## config.mk

```make
export PLATFORM = sky130hd
export DESIGN_NAME = mc_seq_ctrl_flat
export DESIGN_NICKNAME = d
export VERILOG_FILES = /design/src/rtl/mc_seq_ctrl_if.sv /design/src/rtl/mc_seq_ctrl.sv /design/src/flat_wrapper.sv
export SDC_FILE = /design/constraint.sdc
export NUM_CORES = 1
export LEC_CHECK = 0
export ABC_CLOCK_PERIOD_IN_PS = 2100
export CAP_MARGIN = 20
export CELL_PAD_IN_SITES_DETAIL_PLACEMENT = 1
export CELL_PAD_IN_SITES_GLOBAL_PLACEMENT = 1
export CORE_AREA = 10 10 75 77
export DETAILED_ROUTE_END_ITERATION = 16
export DIE_AREA = 0 0 85 87
export PLACE_DENSITY = 0.8
export SYNTH_ARGS = -nofsm -noshare
export SYNTH_HDL_FRONTEND = slang
export SYNTH_SLANG_ARGS = --single-unit
```

## constraint.sdc

```tcl
create_clock -name clk -period 2.1 [get_ports clk]
set_input_delay 0.63 -clock clk [delete_from_list [all_inputs] [get_ports clk]]
set_output_delay 0.63 -clock clk [all_outputs]
set_load 0.02 [all_outputs]
```

## src/rtl/mc_seq_ctrl_if.sv

```systemverilog
// Sequencer-to-datapath bundle: decoded class and status in, strobes and
// mux selects out. The sequencer is the master side.
interface mc_seq_ctrl_if;
    logic [3:0] op_class;
    logic       br_taken;
    logic       md_busy;
    logic       int_req;
    logic       ir_we;
    logic       pc_we;
    logic       rf_we;
    logic       dmem_we;
    logic       md_start;
    logic       exc_pulse;
    logic       md_err;
    logic [2:0] pc_sel;
    logic [2:0] rd_sel;
    logic [2:0] state;

    modport master (
        input  op_class, br_taken, md_busy, int_req,
        output ir_we, pc_we, rf_we, dmem_we, md_start, exc_pulse, md_err,
               pc_sel, rd_sel, state
    );

    modport slave (
        output op_class, br_taken, md_busy, int_req,
        input  ir_we, pc_we, rf_we, dmem_we, md_start, exc_pulse, md_err,
               pc_sel, rd_sel, state
    );
endinterface

```

## src/rtl/mc_seq_ctrl.sv

```systemverilog
// Multi-cycle instruction sequencer: IF/ID/EX/MEM/WAIT_MD/WB with
// mul/div stall, timeout, and trap/interrupt diversion in writeback.
module mc_seq_ctrl #(
    parameter int MD_TIMEOUT = 64
) (
    input  logic          clk,
    input  logic          rst,
    mc_seq_ctrl_if.master bus
);

    typedef enum logic [2:0] {
        S_IF      = 3'd0,
        S_ID      = 3'd1,
        S_EX      = 3'd2,
        S_MEM     = 3'd3,
        S_WAIT_MD = 3'd4,
        S_WB      = 3'd5
    } state_e;

    typedef enum logic [3:0] {
        C_ALU    = 4'd0,
        C_LOAD   = 4'd1,
        C_STORE  = 4'd2,
        C_BRANCH = 4'd3,
        C_J      = 4'd4,
        C_JAL    = 4'd5,
        C_JR     = 4'd6,
        C_JALR   = 4'd7,
        C_MFC0   = 4'd8,
        C_ERET   = 4'd9,
        C_MFLO   = 4'd10,
        C_MFHI   = 4'd11,
        C_MUL    = 4'd12,
        C_CLZ    = 4'd13,
        C_MDOP   = 4'd14,
        C_TRAP   = 4'd15
    } cls_e;

    localparam int CW = $clog2(MD_TIMEOUT) + 1;

    state_e        state_q, next_state;
    cls_e          cls_q;
    logic          br_q;
    logic          md_to_q;
    logic [CW-1:0] md_cnt;
    logic          md_timeout;
    logic          exc;

    assign md_timeout = (md_cnt == CW'(MD_TIMEOUT - 1));
    assign bus.state  = state_q;

    // NOTE: sequential state uses non-blocking assignments so every register
    // samples the pre-edge values of the others, independent of statement order.
    always_ff @(posedge clk) begin
        if (rst) begin
            state_q <= S_IF;
            cls_q   <= C_ALU;
            br_q    <= 1'b0;
            md_to_q <= 1'b0;
            md_cnt  <= '0;
        end else begin
            state_q <= next_state;
            if (state_q == S_ID)
                cls_q <= cls_e'(bus.op_class);
            if (state_q == S_EX) begin
                br_q    <= bus.br_taken;
                md_cnt  <= '0;
                md_to_q <= 1'b0;
            end
            // A timeout is only an error if the unit was still busy on the last look
            if (state_q == S_WAIT_MD) begin
                md_cnt  <= md_cnt + 1'b1;
                md_to_q <= bus.md_busy && md_timeout;
            end
        end
    end

    // NOTE: next_state gets a default before the case so no path leaves it
    // unassigned, which would otherwise infer a latch.
    always_comb begin
        next_state = state_q;
        case (state_q)
            S_IF:      next_state = S_ID;
            S_ID:      next_state = S_EX;
            S_EX: begin
                if (cls_q == C_LOAD || cls_q == C_STORE) next_state = S_MEM;
                else if (cls_q == C_MDOP)                next_state = S_WAIT_MD;
                else                                     next_state = S_WB;
            end
            S_MEM:     next_state = S_WB;
            S_WAIT_MD: if (!bus.md_busy || md_timeout) next_state = S_WB;
            S_WB:      next_state = S_IF;
            default:   next_state = S_IF;
        endcase
    end

    assign exc = (cls_q == C_TRAP) || (bus.int_req && cls_q != C_ERET);

    // Outputs are forced idle during reset so an aborted instruction never strobes
    always_comb begin
        bus.ir_we     = 1'b0;
        bus.pc_we     = 1'b0;
        bus.rf_we     = 1'b0;
        bus.dmem_we   = 1'b0;
        bus.md_start  = 1'b0;
        bus.exc_pulse = 1'b0;
        bus.md_err    = 1'b0;
        bus.pc_sel    = 3'b000;
        bus.rd_sel    = 3'b000;
        if (!rst) begin
            case (state_q)
                S_IF:  bus.ir_we    = 1'b1;
                S_EX:  bus.md_start = (cls_q == C_MDOP);
                S_MEM: bus.dmem_we  = (cls_q == C_STORE);
                S_WB: begin
                    bus.pc_we  = 1'b1;
                    bus.md_err = md_to_q;
                    case (cls_q)
                        C_ALU, C_LOAD, C_JAL, C_JALR, C_MFC0,
                        C_MFLO, C_MFHI, C_MUL, C_CLZ: bus.rf_we = 1'b1;
                        default:                      bus.rf_we = 1'b0;
                    endcase
                    case (cls_q)
                        C_LOAD:        bus.rd_sel = 3'b001;
                        C_JAL, C_JALR: bus.rd_sel = 3'b010;
                        C_MFC0:        bus.rd_sel = 3'b011;
                        C_MFLO:        bus.rd_sel = 3'b100;
                        C_MFHI:        bus.rd_sel = 3'b101;
                        C_MUL:         bus.rd_sel = 3'b110;
                        C_CLZ:         bus.rd_sel = 3'b111;
                        default:       bus.rd_sel = 3'b000;
                    endcase
                    case (cls_q)
                        C_BRANCH:  bus.pc_sel = br_q ? 3'b011 : 3'b000;
                        C_J, C_JAL: bus.pc_sel = 3'b001;
                        C_JR, C_JALR: bus.pc_sel = 3'b010;
                        C_ERET:    bus.pc_sel = 3'b100;
                        C_TRAP:    bus.pc_sel = 3'b101;
                        default:   bus.pc_sel = 3'b000;
                    endcase
                    if (exc) begin
                        bus.pc_sel    = 3'b101;
                        bus.exc_pulse = 1'b1;
                        bus.rf_we     = 1'b0;
                    end
                end
                default: ;
            endcase
        end
    end

endmodule

```

## src/flat_wrapper.sv

```systemverilog
// flat-port wrapper written by rule: the top's interface ports become plain ports
module mc_seq_ctrl_flat 
#(
    parameter int MD_TIMEOUT = 64
)
  (clk, rst, bus_op_class, bus_br_taken, bus_md_busy, bus_int_req, bus_ir_we, bus_pc_we, bus_rf_we, bus_dmem_we, bus_md_start, bus_exc_pulse, bus_md_err, bus_pc_sel, bus_rd_sel, bus_state);
  mc_seq_ctrl_if bus_i ();
  input  logic clk;
  input  logic rst;
  input wire logic [$bits(bus_i.op_class)-1:0] bus_op_class;
  input wire logic [$bits(bus_i.br_taken)-1:0] bus_br_taken;
  input wire logic [$bits(bus_i.md_busy)-1:0] bus_md_busy;
  input wire logic [$bits(bus_i.int_req)-1:0] bus_int_req;
  output wire logic [$bits(bus_i.ir_we)-1:0] bus_ir_we;
  output wire logic [$bits(bus_i.pc_we)-1:0] bus_pc_we;
  output wire logic [$bits(bus_i.rf_we)-1:0] bus_rf_we;
  output wire logic [$bits(bus_i.dmem_we)-1:0] bus_dmem_we;
  output wire logic [$bits(bus_i.md_start)-1:0] bus_md_start;
  output wire logic [$bits(bus_i.exc_pulse)-1:0] bus_exc_pulse;
  output wire logic [$bits(bus_i.md_err)-1:0] bus_md_err;
  output wire logic [$bits(bus_i.pc_sel)-1:0] bus_pc_sel;
  output wire logic [$bits(bus_i.rd_sel)-1:0] bus_rd_sel;
  output wire logic [$bits(bus_i.state)-1:0] bus_state;
  assign bus_i.op_class = bus_op_class;
  assign bus_i.br_taken = bus_br_taken;
  assign bus_i.md_busy = bus_md_busy;
  assign bus_i.int_req = bus_int_req;
  assign bus_ir_we = bus_i.ir_we;
  assign bus_pc_we = bus_i.pc_we;
  assign bus_rf_we = bus_i.rf_we;
  assign bus_dmem_we = bus_i.dmem_we;
  assign bus_md_start = bus_i.md_start;
  assign bus_exc_pulse = bus_i.exc_pulse;
  assign bus_md_err = bus_i.md_err;
  assign bus_pc_sel = bus_i.pc_sel;
  assign bus_rd_sel = bus_i.rd_sel;
  assign bus_state = bus_i.state;
  mc_seq_ctrl #(.MD_TIMEOUT(MD_TIMEOUT)) u_core (.clk(clk), .rst(rst), .bus(bus_i));
endmodule
```

* After elaboration in Yosys (flattened, before gate mapping)
Memory sizes are Yosys's and may differ from the RTL's. A register that Yosys moved wholly into a read port is not among the register bits. Cells that the tools add are included. Widths: inputs -> output; s select.
Operators by class: add/sub/neg operators 1, equal/unequal tests 18, muxes and demuxes 35, reduce and logical (&&, ||, !) cells 10
Operators by type and width (number):
- $pmux 3 s5 | 2
- $mux 3 | 7
- $mux 1 | 19
- $eq 4x3->1 const B | 4
- $mux 4 | 4
- $mux 7 | 2
- $eq 4x4->1 const B | 3
- $eq 4x2->1 const B | 2
- $add 7x1->7 const B | 1
- $eq 7x6->1 const B | 1
- $eq 3x2->1 const B | 2
- $eq 3x3->1 const B | 2
- $eq 4x1->1 const B | 1
- $ne 4x4->1 const B | 1
- $reduce_or 2->1 | 2
- $eq 3x1->1 const B | 1
- $logic_not 3->1 | 1
- $logic_or 1x1->1 | 3
- $logic_and 1x1->1 | 2
- $mux 2 | 1
- $ne 2x2->1 const B | 1
- $reduce_bool 2->1 | 1
- $logic_not 1->1 | 1
Word-level totals: register bits after elaboration 16, memory bits (read-only) 64, input port bits 9, output and inout port bits 16, word-level logic and storage cells 71, memories kept 2
Memories:
- (no name shown) | words 16, width 3, read ports 1, clocked after Yosys merged registers in 1, wr ports 0, RTL line mc_seq_ctrl.sv:123 | case (cls_q)
- (no name shown) | words 16, width 1, read ports 1, clocked after Yosys merged registers in 1, wr ports 0, RTL line mc_seq_ctrl.sv:118 | case (cls_q)

* Longest topological paths before layout
depth in word-level cells 6, mapped depth 9, gate-level depth less buffers 7

* Worst setup path before layout
No wires, ideal clock.
kind register -> output, start point register u_core.state_q[0], in the netlist u_core.bus.state[0], end point output port bus_dmem_we, arrival 1.777 ns, data required time 1.470 ns, path slack -0.307 ns, stages on the path, launching flop included 4, path buffers 1, cell sequence dfxtp_1 clkbuf_1 or3b_2 nor4_1
On the way: longest elaborated chain between the ends 3
RTL lines:
- start, declared | RTL line mc_seq_ctrl.sv:41 | state_e state_q, next_state;
- start signal, assigned | RTL line mc_seq_ctrl.sv:62 | state_q <= next_state;
- $eq 3x2->1 | RTL line mc_seq_ctrl.sv:111 | case (state_q)
- $mux 1 | RTL line mc_seq_ctrl.sv:111
- $mux 1 | RTL line mc_seq_ctrl.sv:110 | if (!rst) begin
- end, declared | RTL line flat_wrapper.sv:17 | output wire logic [$bits(bus_i.dmem_we)-1:0] bus_dmem_we;
Every way passes these cells.

* Worst setup path in the final report
start point register u_core.cls_q[1], end point output port bus_md_start
On the way: longest elaborated chain between the ends 3
RTL lines:
- start, declared | RTL line mc_seq_ctrl.sv:42 | cls_e cls_q;
- start signal, assigned | RTL line mc_seq_ctrl.sv:64 | cls_q <= cls_e'(bus.op_class);
- $eq 4x4->1 | RTL line mc_seq_ctrl.sv:113 | S_EX: bus.md_start = (cls_q == C_MDOP);
- $mux 1 | RTL line mc_seq_ctrl.sv:111
- $mux 1 | RTL line mc_seq_ctrl.sv:110
- end, declared | RTL line flat_wrapper.sv:18 | output wire logic [$bits(bus_i.md_start)-1:0] bus_md_start;
Every way passes these cells.

==> results_dict.tcl <==
set metrics [dict create \
    grt_first_pass_wirelength_mm 7.67 \
    grt_pass1_vias 1522 \
    insertion_delay_ps 270 \
    busiest_layer "met2" \
    slowest_delay_ps 550 \
    drtAntennaViolNets 0 \
    cts_root_buf "clkbuf_8" \
    die_x_um 85 \
    p_seq_frac 0.325 \
    dr.pass1.iters 4 \
    netlist_area_mm2 0.00132 \
    syn_avg_cell_area_um2 7.51 \
    worstMarginPinSlew_ps 437 \
    numClockSinks 20 \
    nets 243 \
    ys_types 40 \
    use_met2 0.221 \
    core_area_mm2 0.00423 \
    area_growth_pct 63.2 \
    cp-start-kind "flip-flop" \
    finalCritPeriodShare 1.08 \
    wirelength_mm 5.44 \
    fmax_ghz 0.442 \
    gr-usage-all-layers 0.125 \
    htree_levels 1 \
    antenna_found_initial 0 \
    critPathCaptureType "output pin" \
    maxCapViolations 0 \
    diodes 0 \
    whs_ps 497 \
    switching_share 0.358 \
    fin_util 0.509 \
    fp-row-count 24 \
    path_buf_inv 2 \
    critPathKind "flip-flop to output pin" \
    critPathSlowestCell "or4b_4" \
    drcViolationCount 0 \
    use_met1 0.148 \
    viasPerCell 5.35 \
    cts_tree "yes" \
    combPwrFrac 0.447 \
    io_buffers 24 \
    crit_family "simple AND/OR/NAND/NOR gates" \
    fin_tns_setup_ps -307 \
    status "finished with violations" \
    finalClockSkew_ps 12.6 \
    crit_fanout 2 \
    synth_seq_area_share 0.303 \
    internal-power_uw 881 \
    clkTransAtPathRegs_ps 90 \
    gp_congestion 0.836 \
    required_ps 1470 \
    path_cells "buf_4 > nand2_2 > or4b_4 > nor3_4 > buf_6" \
    hold_buffers 0 \
    power_frac_clock 0.228 \
    ys_ff_latch 20 \
    p_total_uw 1370 \
    power.density_mw_per_mm2 637 \
    p_sw_uw 491 \
    synthCells 176 \
    pin_count 25 \
    cts_buffer_depth 2 \
    min_path_type "flip-flop to flip-flop" \
    power.leakage_uw 0.000835 \
    grt_max_degree 15 \
    drive_gt1_frac 0.435 \
    synth_fp_nets 188 \
    rsz0062_at_grt "true" \
    peakVddDrop_mv 0.303 \
    postLayoutSetupSlackWorst_ps -162 \
    die-height_um 87 \
    failed_checks "negative setup slack" \
    cts_buffers 3 \
    cp.arrival_ps 1630 \
    finalHoldViolations 0 \
    yosysWarnings 0 \
    timing.slew.headroom 0.706 \
    dp_hpwl_mm 3.34 \
    num_vias 1509 \
    grtUsageMet3 0.0206 \
    die-area_mm2 0.00740 \
    start_util 0.312 \
    wl_per_cell_um 19.3 \
    setup_viol 5 \
    detailedRoute.firstIterationViolations 108 \
    slew_viol_final 0 \
    period_needed_ps 2260 \
    grt_overflow 0 \
]
what timing repair did:
action / CTS / global route
cloned: 0 / 0
endpoints found under the setup margin: 19 / 15
gates resized for setup: 98 / 41
setup buffers: 4 / 6
pin swaps: 3 / 17
final cells by class:
class                      instances  area, um2
clock buffer                       4       55.1
fill                             495       2080
sequential                        20        409
inverter                           4       17.5
tap                               52       65.1
timing repair buffer              64        562
multi-input combinational        138       1050
layer usage:
layer  wire, um  vias to the layer above
met4        116                        0
met1       2360                      732
met3        192                        8
met5          0                        -
li1           -                      733
met2       2770                       36
stage by stage:
step                setup slack [ps]  area [um2]  cells
floorplan                      -54.6        1360    176
global placement                -791        1830    270
detailed placement              -827        1830    270
CTS                             -151        1970    278
global route                    -216        2160    282
finish                          -162        2160    282
worst paths after layout:
check	to	slack, ps	startpoint	cells after the start
worst max-delay path	bus_md_start	-160	u_core.cls_q[1]$_SDFFE_PP0P_	5
worst min-delay path	u_core.md_to_q$_SDFFE_PP0P_	500	u_core.md_to_q$_SDFFE_PP0P_	2
worst max register to register	flip-flop	70	u_core.bus.state[1]$_SDFFE_PP0P_	8
worst min register to register	u_core.md_to_q$_SDFFE_PP0P_	500	u_core.md_to_q$_SDFFE_PP0P_	2
power groups by stage:
stage,combinational (uW),clock (uW),sequential (uW)
after CTS,488,312,439
final,613,312,446
after detailed placement,451,0,443
after global placement,439,0,442
after global routing,661,339,449
after floorplan,253,0,446
cells in the mapped netlist:
cell / number / area, um2
nor2b_1: 5 / 31.3
or2_2: 2 / 12.5
nor3b_4: 1 / 18.8
nand4_1: 2 / 12.5
mux2_2: 1 / 11.3
a21oi_1: 14 / 70.1
nand3_1: 7 / 35.0
and2_1: 8 / 50.1
o311ai_0: 1 / 8.76
and3_1: 1 / 6.26
o21ai_0: 17 / 85.1
nand2_1: 11 / 41.3
nor4_1: 6 / 37.5
or3_1: 1 / 6.26
xnor2_1: 3 / 26.3
mux2i_1: 5 / 50.1
or3b_1: 1 / 8.76
inv_1: 4 / 15.0
nor3_1: 3 / 15.0
o2111ai_1: 1 / 8.76
buf_6: 1 / 11.3
nor2_1: 18 / 67.6
o211ai_1: 1 / 7.51
ha_1: 3 / 37.5
clkbuf_1: 9 / 33.8
or4b_2: 1 / 10.0
a2bb2oi_1: 2 / 17.5
a31oi_1: 6 / 37.5
a41oi_1: 1 / 8.76
and4_1: 1 / 8.76
a22o_1: 1 / 8.76
or3b_2: 1 / 8.76
or2_0: 1 / 6.26
buf_2: 3 / 15.0
nand2b_1: 8 / 50.1
nand3b_1: 2 / 15.0
xor2_1: 1 / 8.76
dfxtp_1: 20 / 400
a32o_1: 1 / 10.0
buf_4: 1 / 7.51
kinds of logic after synthesis:
kind of cell               after synthesis  share of synthesized area
AOI/OAI and AO/OA                       45                      0.199
buffers and inverters                   18                     0.0625
adders and majority gates                3                     0.0284
and+or+nand+nor                         80                      0.334
DFF                                     20                      0.303
muxes                                    6                     0.0464
xor gates and xnor gates                 4                     0.0265
placed cells by master, fill, tap and decap left out, types with 2 or more instances in the layout:
master and instances:
nor3_1 2, o21ai_2 2, nor4_4 2, nand3_1 6
mux2i_2 2, nand2b_1 6, nand4_1 2, mux2i_1 2
o21ai_0 14, nand2_1 9, nand2_2 2, nand2b_4 2
nand3b_1 2, buf_6 11, nor2_4 2, buf_2 2
clkdlybuf4s50_1 6, a2bb2oi_1 2, a21oi_2 2, nor2b_1 4
and2_1 7, a31oi_1 5, buf_8 2, dlygate4sd2_1 3
nor4_1 3, clkbuf_8 4, dfxtp_1 15, ha_4 2
dfxtp_2 4, nor2_1 15, inv_2 3, clkbuf_2 2
a21oi_1 12, buf_4 36, xnor2_1 2
tightest hold or removal path, stage by stage, from the launching register on:
cell and delay [ps]:
dfxtp_1 330, o21ai_0 70, a21oi_1 60
Power figures use the tool's default switching activity.
